## src/rtl/alu_pkg.sv

```systemverilog
// Shared constants for the 8-bit ALU: operation encodings and datapath width.
package alu_pkg;

  localparam int DATA_W = 8;

  localparam logic [1:0] OP_ADD = 2'b00;
  localparam logic [1:0] OP_SUB = 2'b01;
  localparam logic [1:0] OP_AND = 2'b10;
  localparam logic [1:0] OP_OR  = 2'b11;

endpackage

```

## src/rtl/alu_addsub8.sv

```systemverilog
// 8-bit adder/subtractor: sum = a + (sub ? ~b : b) + sub; purely combinational.
module alu_addsub8
  import alu_pkg::*;
(
  input  logic [DATA_W-1:0] a,
  input  logic [DATA_W-1:0] b,
  input  logic              sub,
  output logic [DATA_W-1:0] sum,
  output logic              cout,
  output logic              ovf
);

  logic [DATA_W-1:0] w_b_eff;
  logic [DATA_W:0]   w_sum_ext;

  assign w_b_eff   = sub ? ~b : b;
  assign w_sum_ext = {1'b0, a} + {1'b0, w_b_eff} + {{DATA_W{1'b0}}, sub};
  assign sum       = w_sum_ext[DATA_W-1:0];
  assign cout      = w_sum_ext[DATA_W];
  // Same-sign addends producing a different-sign sum; b is taken post-inversion.
  assign ovf       = (a[DATA_W-1] == w_b_eff[DATA_W-1]) &&
                     (w_sum_ext[DATA_W-1] != a[DATA_W-1]);

endmodule

```

## src/rtl/alu_8bit_unit.sv

```systemverilog
// Four-op 8-bit ALU with registered result and flags.
// Latency 1 cycle; accepts an op every cycle, no backpressure.
module alu_8bit_unit
  import alu_pkg::*;
(
  input  logic              clk,
  input  logic              rst_n,
  input  logic              in_valid,
  input  logic [DATA_W-1:0] inputA,
  input  logic [DATA_W-1:0] inputB,
  input  logic [1:0]        operation,
  output logic [DATA_W-1:0] alu_result,
  output logic              out_valid,
  output logic              carry_flag,
  output logic              overflow_flag,
  output logic              zero_flag,
  output logic              negative_flag
);

  logic [DATA_W-1:0] w_sum;
  logic              w_cout;
  logic              w_ovf;
  logic [DATA_W-1:0] w_res;
  logic              w_carry;
  logic              w_overflow;

  logic [DATA_W-1:0] r_res;
  logic              r_vld;
  logic              r_carry;
  logic              r_ovf;
  logic              r_zero;
  logic              r_neg;

  alu_addsub8 u_addsub (
    .a    (inputA),
    .b    (inputB),
    .sub  (operation == OP_SUB),
    .sum  (w_sum),
    .cout (w_cout),
    .ovf  (w_ovf)
  );

  always_comb begin
    w_res      = w_sum;
    w_carry    = 1'b0;
    w_overflow = 1'b0;
    unique case (operation)
      OP_ADD: begin
        w_carry    = w_cout;
        w_overflow = w_ovf;
      end
      // Borrow is the inverse of the carry-out of A + ~B + 1.
      OP_SUB: begin
        w_carry    = ~w_cout;
        w_overflow = w_ovf;
      end
      OP_AND:  w_res = inputA & inputB;
      OP_OR:   w_res = inputA | inputB;
      default: w_res = w_sum;
    endcase
  end

  always_ff @(posedge clk or negedge rst_n) begin
    if (!rst_n) begin
      r_res   <= '0;
      r_vld   <= 1'b0;
      r_carry <= 1'b0;
      r_ovf   <= 1'b0;
      r_zero  <= 1'b0;
      r_neg   <= 1'b0;
    end else begin
      r_vld <= in_valid;
      if (in_valid) begin
        r_res   <= w_res;
        r_carry <= w_carry;
        r_ovf   <= w_overflow;
        r_zero  <= (w_res == '0);
        r_neg   <= w_res[DATA_W-1];
      end
    end
  end

  assign alu_result    = r_res;
  assign out_valid     = r_vld;
  assign carry_flag    = r_carry;
  assign overflow_flag = r_ovf;
  assign zero_flag     = r_zero;
  assign negative_flag = r_neg;

endmodule

```

## config.mk

```make
export PLATFORM = sky130hd
export DESIGN_NAME = alu_8bit_unit
export DESIGN_NICKNAME = d
export VERILOG_FILES = /design/src/rtl/alu_pkg.sv /design/src/rtl/alu_addsub8.sv /design/src/rtl/alu_8bit_unit.sv
export SDC_FILE = /design/constraint.sdc
export NUM_CORES = 1
export LEC_CHECK = 0
export BUFFER_PORTS_ARGS = -buffer_cell sky130_fd_sc_hd__buf_2
export CORE_MARGIN = 2
export CORE_UTILIZATION = 35
export DETAILED_ROUTE_END_ITERATION = 6
export HOLD_SLACK_MARGIN = 0.02
export SYNTH_ARGS = -nofsm -noshare
export SYNTH_HDL_FRONTEND = slang
export SYNTH_SLANG_ARGS = --single-unit
```

## constraint.sdc

```tcl
create_clock -name clk -period 1.6 [get_ports clk]
set_clock_uncertainty 0.15 [all_clocks]
set_input_delay 0.24 -clock clk [delete_from_list [all_inputs] [get_ports clk]]
set_output_delay 0.24 -clock clk [all_outputs]
set_load 0.05 [all_outputs]
```

After elaboration in Yosys (flattened, before gate mapping)
Cells that the tools add are included.
{"block": "totals", "word_cells": 25, "out_inout_bits": 13, "input_bits": 21, "register_bits": 13}
{"block": "classes", "bitwise": 4, "n_eq_ne": 5, "n_addsub": 2, "n_reduce_logical": 4, "mux": 4}
{"cell": "$pmux 8 s2", "n": 1}
{"cell": "$add 8x8->9", "n": 1}
{"cell": "$add 9x1->9", "n": 1}
{"cell": "$and 8x8->8", "n": 1}
{"cell": "$logic_not 8->1", "n": 1}
{"cell": "$mux 8", "n": 1}
{"cell": "$not 8->8", "n": 1}
{"cell": "$or 8x8->8", "n": 1}
{"cell": "$eq 2x2->1 const B", "n": 2}
{"cell": "$eq 2x1->1 const B", "n": 1}
{"cell": "$logic_not 2->1", "n": 1}
{"cell": "$pmux 1 s2", "n": 1}
{"cell": "$reduce_or 2->1", "n": 1}
{"cell": "$eq 1x1->1", "n": 1}
{"cell": "$logic_and 1x1->1", "n": 1}
{"cell": "$mux 1", "n": 1}
{"cell": "$ne 1x1->1", "n": 1}
{"cell": "$not 1->1", "n": 1}

Longest topological paths before layout
{"block": "logic_depth", "word_depth": 7, "ltp_mapped": 10, "ltp_nobuf": 10}

Cells and area by module
Synthesis repeated with hierarchy kept, for this count alone.
{"block": "unflattened", "cells_unflattened": 122, "area_unflattened_um2": 1119.8}
{"module": "alu_8bit_unit", "area_per_inst_um2": 649.4, "cells_per_inst": 62, "seq_area_each_um2": 300.3, "instances": 1}
{"module": "alu_addsub8", "area_per_inst_um2": 470.5, "cells_per_inst": 60, "seq_area_each_um2": 0.0, "instances": 1}

Least setup slack after synthesis
OpenSTA, ideal clock, no wires.
{"block": "synth_path", "kind": "input to register", "start": "input port operation[0]", "end": "register r_zero, in the netlist zero_flag", "t_arrival_ns": 2.529, "setup_time_ns": 0.104, "setup_slack_ns": -1.182, "required_time_ns": 1.346, "path_stages": 10, "path_cell_list": "buf_2 > nand2_1 > xnor2_1 > fa_1 > a21o_1 > a21oi_2 > xor2_1 > nor2_1 > or4_4 > o41ai_2"}
{"block": "synth_via", "elab_chain_cells": 6, "elab_cells_between_ends": 8, "classes_between": "add/sub (2); eq/ne (3); mux (2); reduce/logical (1)"}
{"item": "start: declaration", "line": "alu_8bit_unit.sv:11", "source": "input logic [1:0] operation,"}
{"item": "$eq 2x1->1", "line": "alu_8bit_unit.sv:37", "source": ".sub (operation == OP_SUB),"}
{"item": "$mux 8", "line": "alu_addsub8.sv:16", "source": "assign w_b_eff = sub ? ~b : b;"}
{"item": "$add 8x8->9", "line": "alu_addsub8.sv:17", "source": "assign w_sum_ext = {1'b0, a} + {1'b0, w_b_eff} + {{DATA_W{1'b0}}, sub};"}
{"item": "$add 9x1->9", "line": "alu_addsub8.sv:17"}
{"item": "$pmux 8 s2 (*)", "line": "alu_8bit_unit.sv:47", "source": "unique case (operation)"}
{"item": "$logic_not 8->1 (*)", "line": "alu_8bit_unit.sv:77", "source": "r_zero <= (w_res == '0);"}
{"item": "end signal: assignment", "line": "alu_8bit_unit.sv:77"}
{"item": "end: declaration", "line": "alu_8bit_unit.sv:31", "source": "logic r_zero;"}
Every way passes the cells marked *; elsewhere a longest branch is shown, timed or not.
A chain may end at the register's enable or synchronous reset.

Worst setup path in the final report
{"block": "layout_path", "start": "input port operation[1]", "end": "register r_zero, in the netlist zero_flag"}
Same word-level chain as after synthesis.

==> out/results.ini <==
[route]
wl_per_cell_um=12.98
wl_mm=3.246
via_per_inst=4.968
ant_nets=0
number_of_vias_after_detailed_routing=1242
dr.pass1.iters=4
drc=0
drt_iter0_drc=54

[job]
cap_viol_max_count=0

[logic_synthesis]
synth_top_area_cell=sky130_fd_sc_hd__dfrtp_1
postSynthAreaPerCell_um2=8.729
synth.yosys.seq_area_share_pct=27.30
post_synth_main_area_contributors=sky130_fd_sc_hd__dfrtp_1 (27%), sky130_fd_sc_hd__ha_1 (11%), sky130_fd_sc_hd__xnor2_1 (8.0%)
ys_warn_count=0
cells_after_synthesis=126
synth_ff_type=sky130_fd_sc_hd__dfrtp_1
synth_top_cell_area_share_pct=27.30
synth.lib_cells_used.distinct=40
postSynth.asyncResetShare_pct=100.0
synth_common_cells=sky130_fd_sc_hd__nor2_1 (16), sky130_fd_sc_hd__dfrtp_1 (12), sky130_fd_sc_hd__nand2_1 (12)
ys_ff_latch=12
synth_edf_count=0
syn_nets=158
mappedNetlistArea_um2=1100
most_frequently_used_cell_type_in_the_post_synthesis_netlist=sky130_fd_sc_hd__nor2_1

[sta]
relSlewSlack_pct=78.74
grt_setup_unrepaired=true
final_report_max_slew_violation_count=0
fmax_mhz=439.2
final_critical_path_required_period_ns=2.277
tightest_slew_ns=0.3189
final_min_period_over_clock_period_pct=142.3
fin_setup_tns_ns=-3.872
setup_violations=9
hold_violations=0
worst_hold_slack_ns=0.1584
setup_ws_ns=-0.6769

[cts]
cts_sinks=12
tritoncts=built
cts_inserted_buffers=3
cts.clk_slew.worst_paths_ns=0.08
cts_htree_levels=1
cts_root_buf=sky130_fd_sc_hd__clkbuf_4
clock_latency_ns=0.28
clockBufferDepth=2

[worst_setup_path]
worstPathMaxFanout=5
slowest_delay_ns=0.38
worst-endpoint-arrival_ns=2.31
worst-r2r-cell-count=1
cp_num_buf_inv=3
timing.critical_path.slowest_stage_cell=sky130_fd_sc_hd__fa_2
cp_endpoint_kind=flip-flop
critical_path_depth=12
crit_family=compound AO/OA/AOI/OAI gates
worstSetupStartpointType=input pin
critical_path_required_ns=1.64
critical_path.cell_chain=buf_8, inv_8, nand2_8, xnor2_4, fa_2, a21o_1, buf_4, a221oi_2, xnor2_1, mux2i_1, nand2_1, o41ai_2
path_class=in -> reg

[die]
rows=20
floorplan.initialDensity_pct=36.32
ios=34
die_width_um=60.06
die_area_um2=3607
floorplan.die.height_um=60.06
core_area_um2=3028

[power_and_ir_drop]
worst_ir_drop_on_vdd_mv=0.3186
p_per_area_nw_per_um2=826.5
cellLeakagePower_uw=0.0009158

[global_route]
grt_antenna_before_repair=0
grt_overflow_total=0
global_route.usage.met3_pct=3.247
grt_total_usage_pct=18.22
grt_busiest_layer=met2
gr-usage-met1_pct=22.27
wire_length_of_the_first_global_routing_pass_mm=4.940
grt.met2_usage_pct=31.52
grt_max_degree=17
grt_pass1_vias=1171

[placed_design]
place_congestion=0.7956
detailedPlacementHpwl_mm=2.355
portBuffers=33

[cells_and_area]
areaGrowthSynthToFinish_pct=79.98
antennaDiodeCount=0
post_route_cells_drive_above_1_share_pct=59.22
nets_finish=239

[worst_hold_path]
min_path_cells=2
worst_hold_path_type=in -> reg

[run_status]
violations_in_the_final_reports=negative setup slack
status=complete, but fails checks

## worst paths after layout
path	slack, ns	to	from
setup / recovery	-0.68	zero_flag	operation[1]
hold / removal	0.16	out_valid	in_valid
setup reg to reg	0.68	alu_result[7]	alu_result[7]
hold reg to reg	0.34	overflow_flag	overflow_flag
max in group asynchronous	0.88	alu_result[2]	rst_n
min in group asynchronous	0.20	alu_result[3]	rst_n
## state kept, by name, summed over array words and instances, names as in the netlist
signal,flops
zero_flag,1
out_valid,1
carry_flag,1
alu_result,8
overflow_flag,1
## cells in the final DEF (no fill, tap or decap), types with 3 or more instances in the layout
| cell | synthesis | routed |
|---|---|---|
| sky130_fd_sc_hd__a21oi_1 | 10 | 6 |
| sky130_fd_sc_hd__a21oi_2 | 1 | 5 |
| sky130_fd_sc_hd__buf_2 | 2 | 31 |
| sky130_fd_sc_hd__buf_4 | 1 | 44 |
| sky130_fd_sc_hd__buf_6 | 0 | 4 |
| sky130_fd_sc_hd__clkbuf_4 | 0 | 3 |
| sky130_fd_sc_hd__dfrtp_1 | 12 | 12 |
| sky130_fd_sc_hd__ha_1 | 10 | 7 |
| sky130_fd_sc_hd__ha_4 | 0 | 3 |
| sky130_fd_sc_hd__inv_1 | 3 | 3 |
| sky130_fd_sc_hd__maj3_1 | 3 | 3 |
| sky130_fd_sc_hd__nand2_1 | 12 | 11 |
| sky130_fd_sc_hd__nor2_1 | 16 | 11 |
| sky130_fd_sc_hd__nor2_2 | 0 | 3 |
| sky130_fd_sc_hd__o21ai_0 | 7 | 7 |
| sky130_fd_sc_hd__xnor2_1 | 10 | 4 |
| sky130_fd_sc_hd__xnor2_4 | 0 | 4 |
| sky130_fd_sc_hd__xor2_1 | 3 | 3 |
## metal layers
metal,vias to the layer above,share of wire (%)
met3,5,3.1
met5,-,0
li1,623,-
met2,30,52
met4,0,1.1
met1,584,43
## where the power goes
group	switching, µW	internal (µW)
clock network	105	139
logic	558	463
registers	21.2	350
## logic make-up after synthesis
logic type | after synthesis | synth area share (%)
simple gates | 37 | 15.25
buf+inv | 9 | 3.641
fa+ha+maj | 14 | 15.93
flops | 12 | 27.30
compound gates | 37 | 23.55
mux | 4 | 3.982
xor+xnor | 13 | 10.35
## through the flow
stage                     setup WS, ns  util [%]  instances  cell area [µm²]  power, µW
final                          -0.6769     65.37        250             1979       1636
after global routing           -0.8053     65.37        250             1979       1737
after CTS                      -0.6586     59.92        247             1814       1523
after detailed placement        -1.044     53.88        236             1632       1189
after global placement         -0.9350     53.88        236             1632       1173
after floorplan                -0.8399         -        126             1166      909.1
## what timing repair did
| item | 4_1_cts | 5_1_grt |
|---|---|---|
| buffers inserted | 8 | 3 |
| pin swaps | 19 | 10 |
| gates resized for setup | 20 | 21 |
| hold buffers | 1 | 0 |
| cloned | 0 | 0 |
| setup endpoints to repair | 9 | 10 |
| hold endpoints to repair | 12 | 0 |
## cell type report
cell class,instances,area [µm²]
multi-input cells,105,1010
clock buffers,4,36.28
repair buffers,81,555.5
fillers,265,1049
well taps,44,55.05
inverters,4,22.52
flip-flops and latches,12,300.3
(Power assumes the default switching activity.)
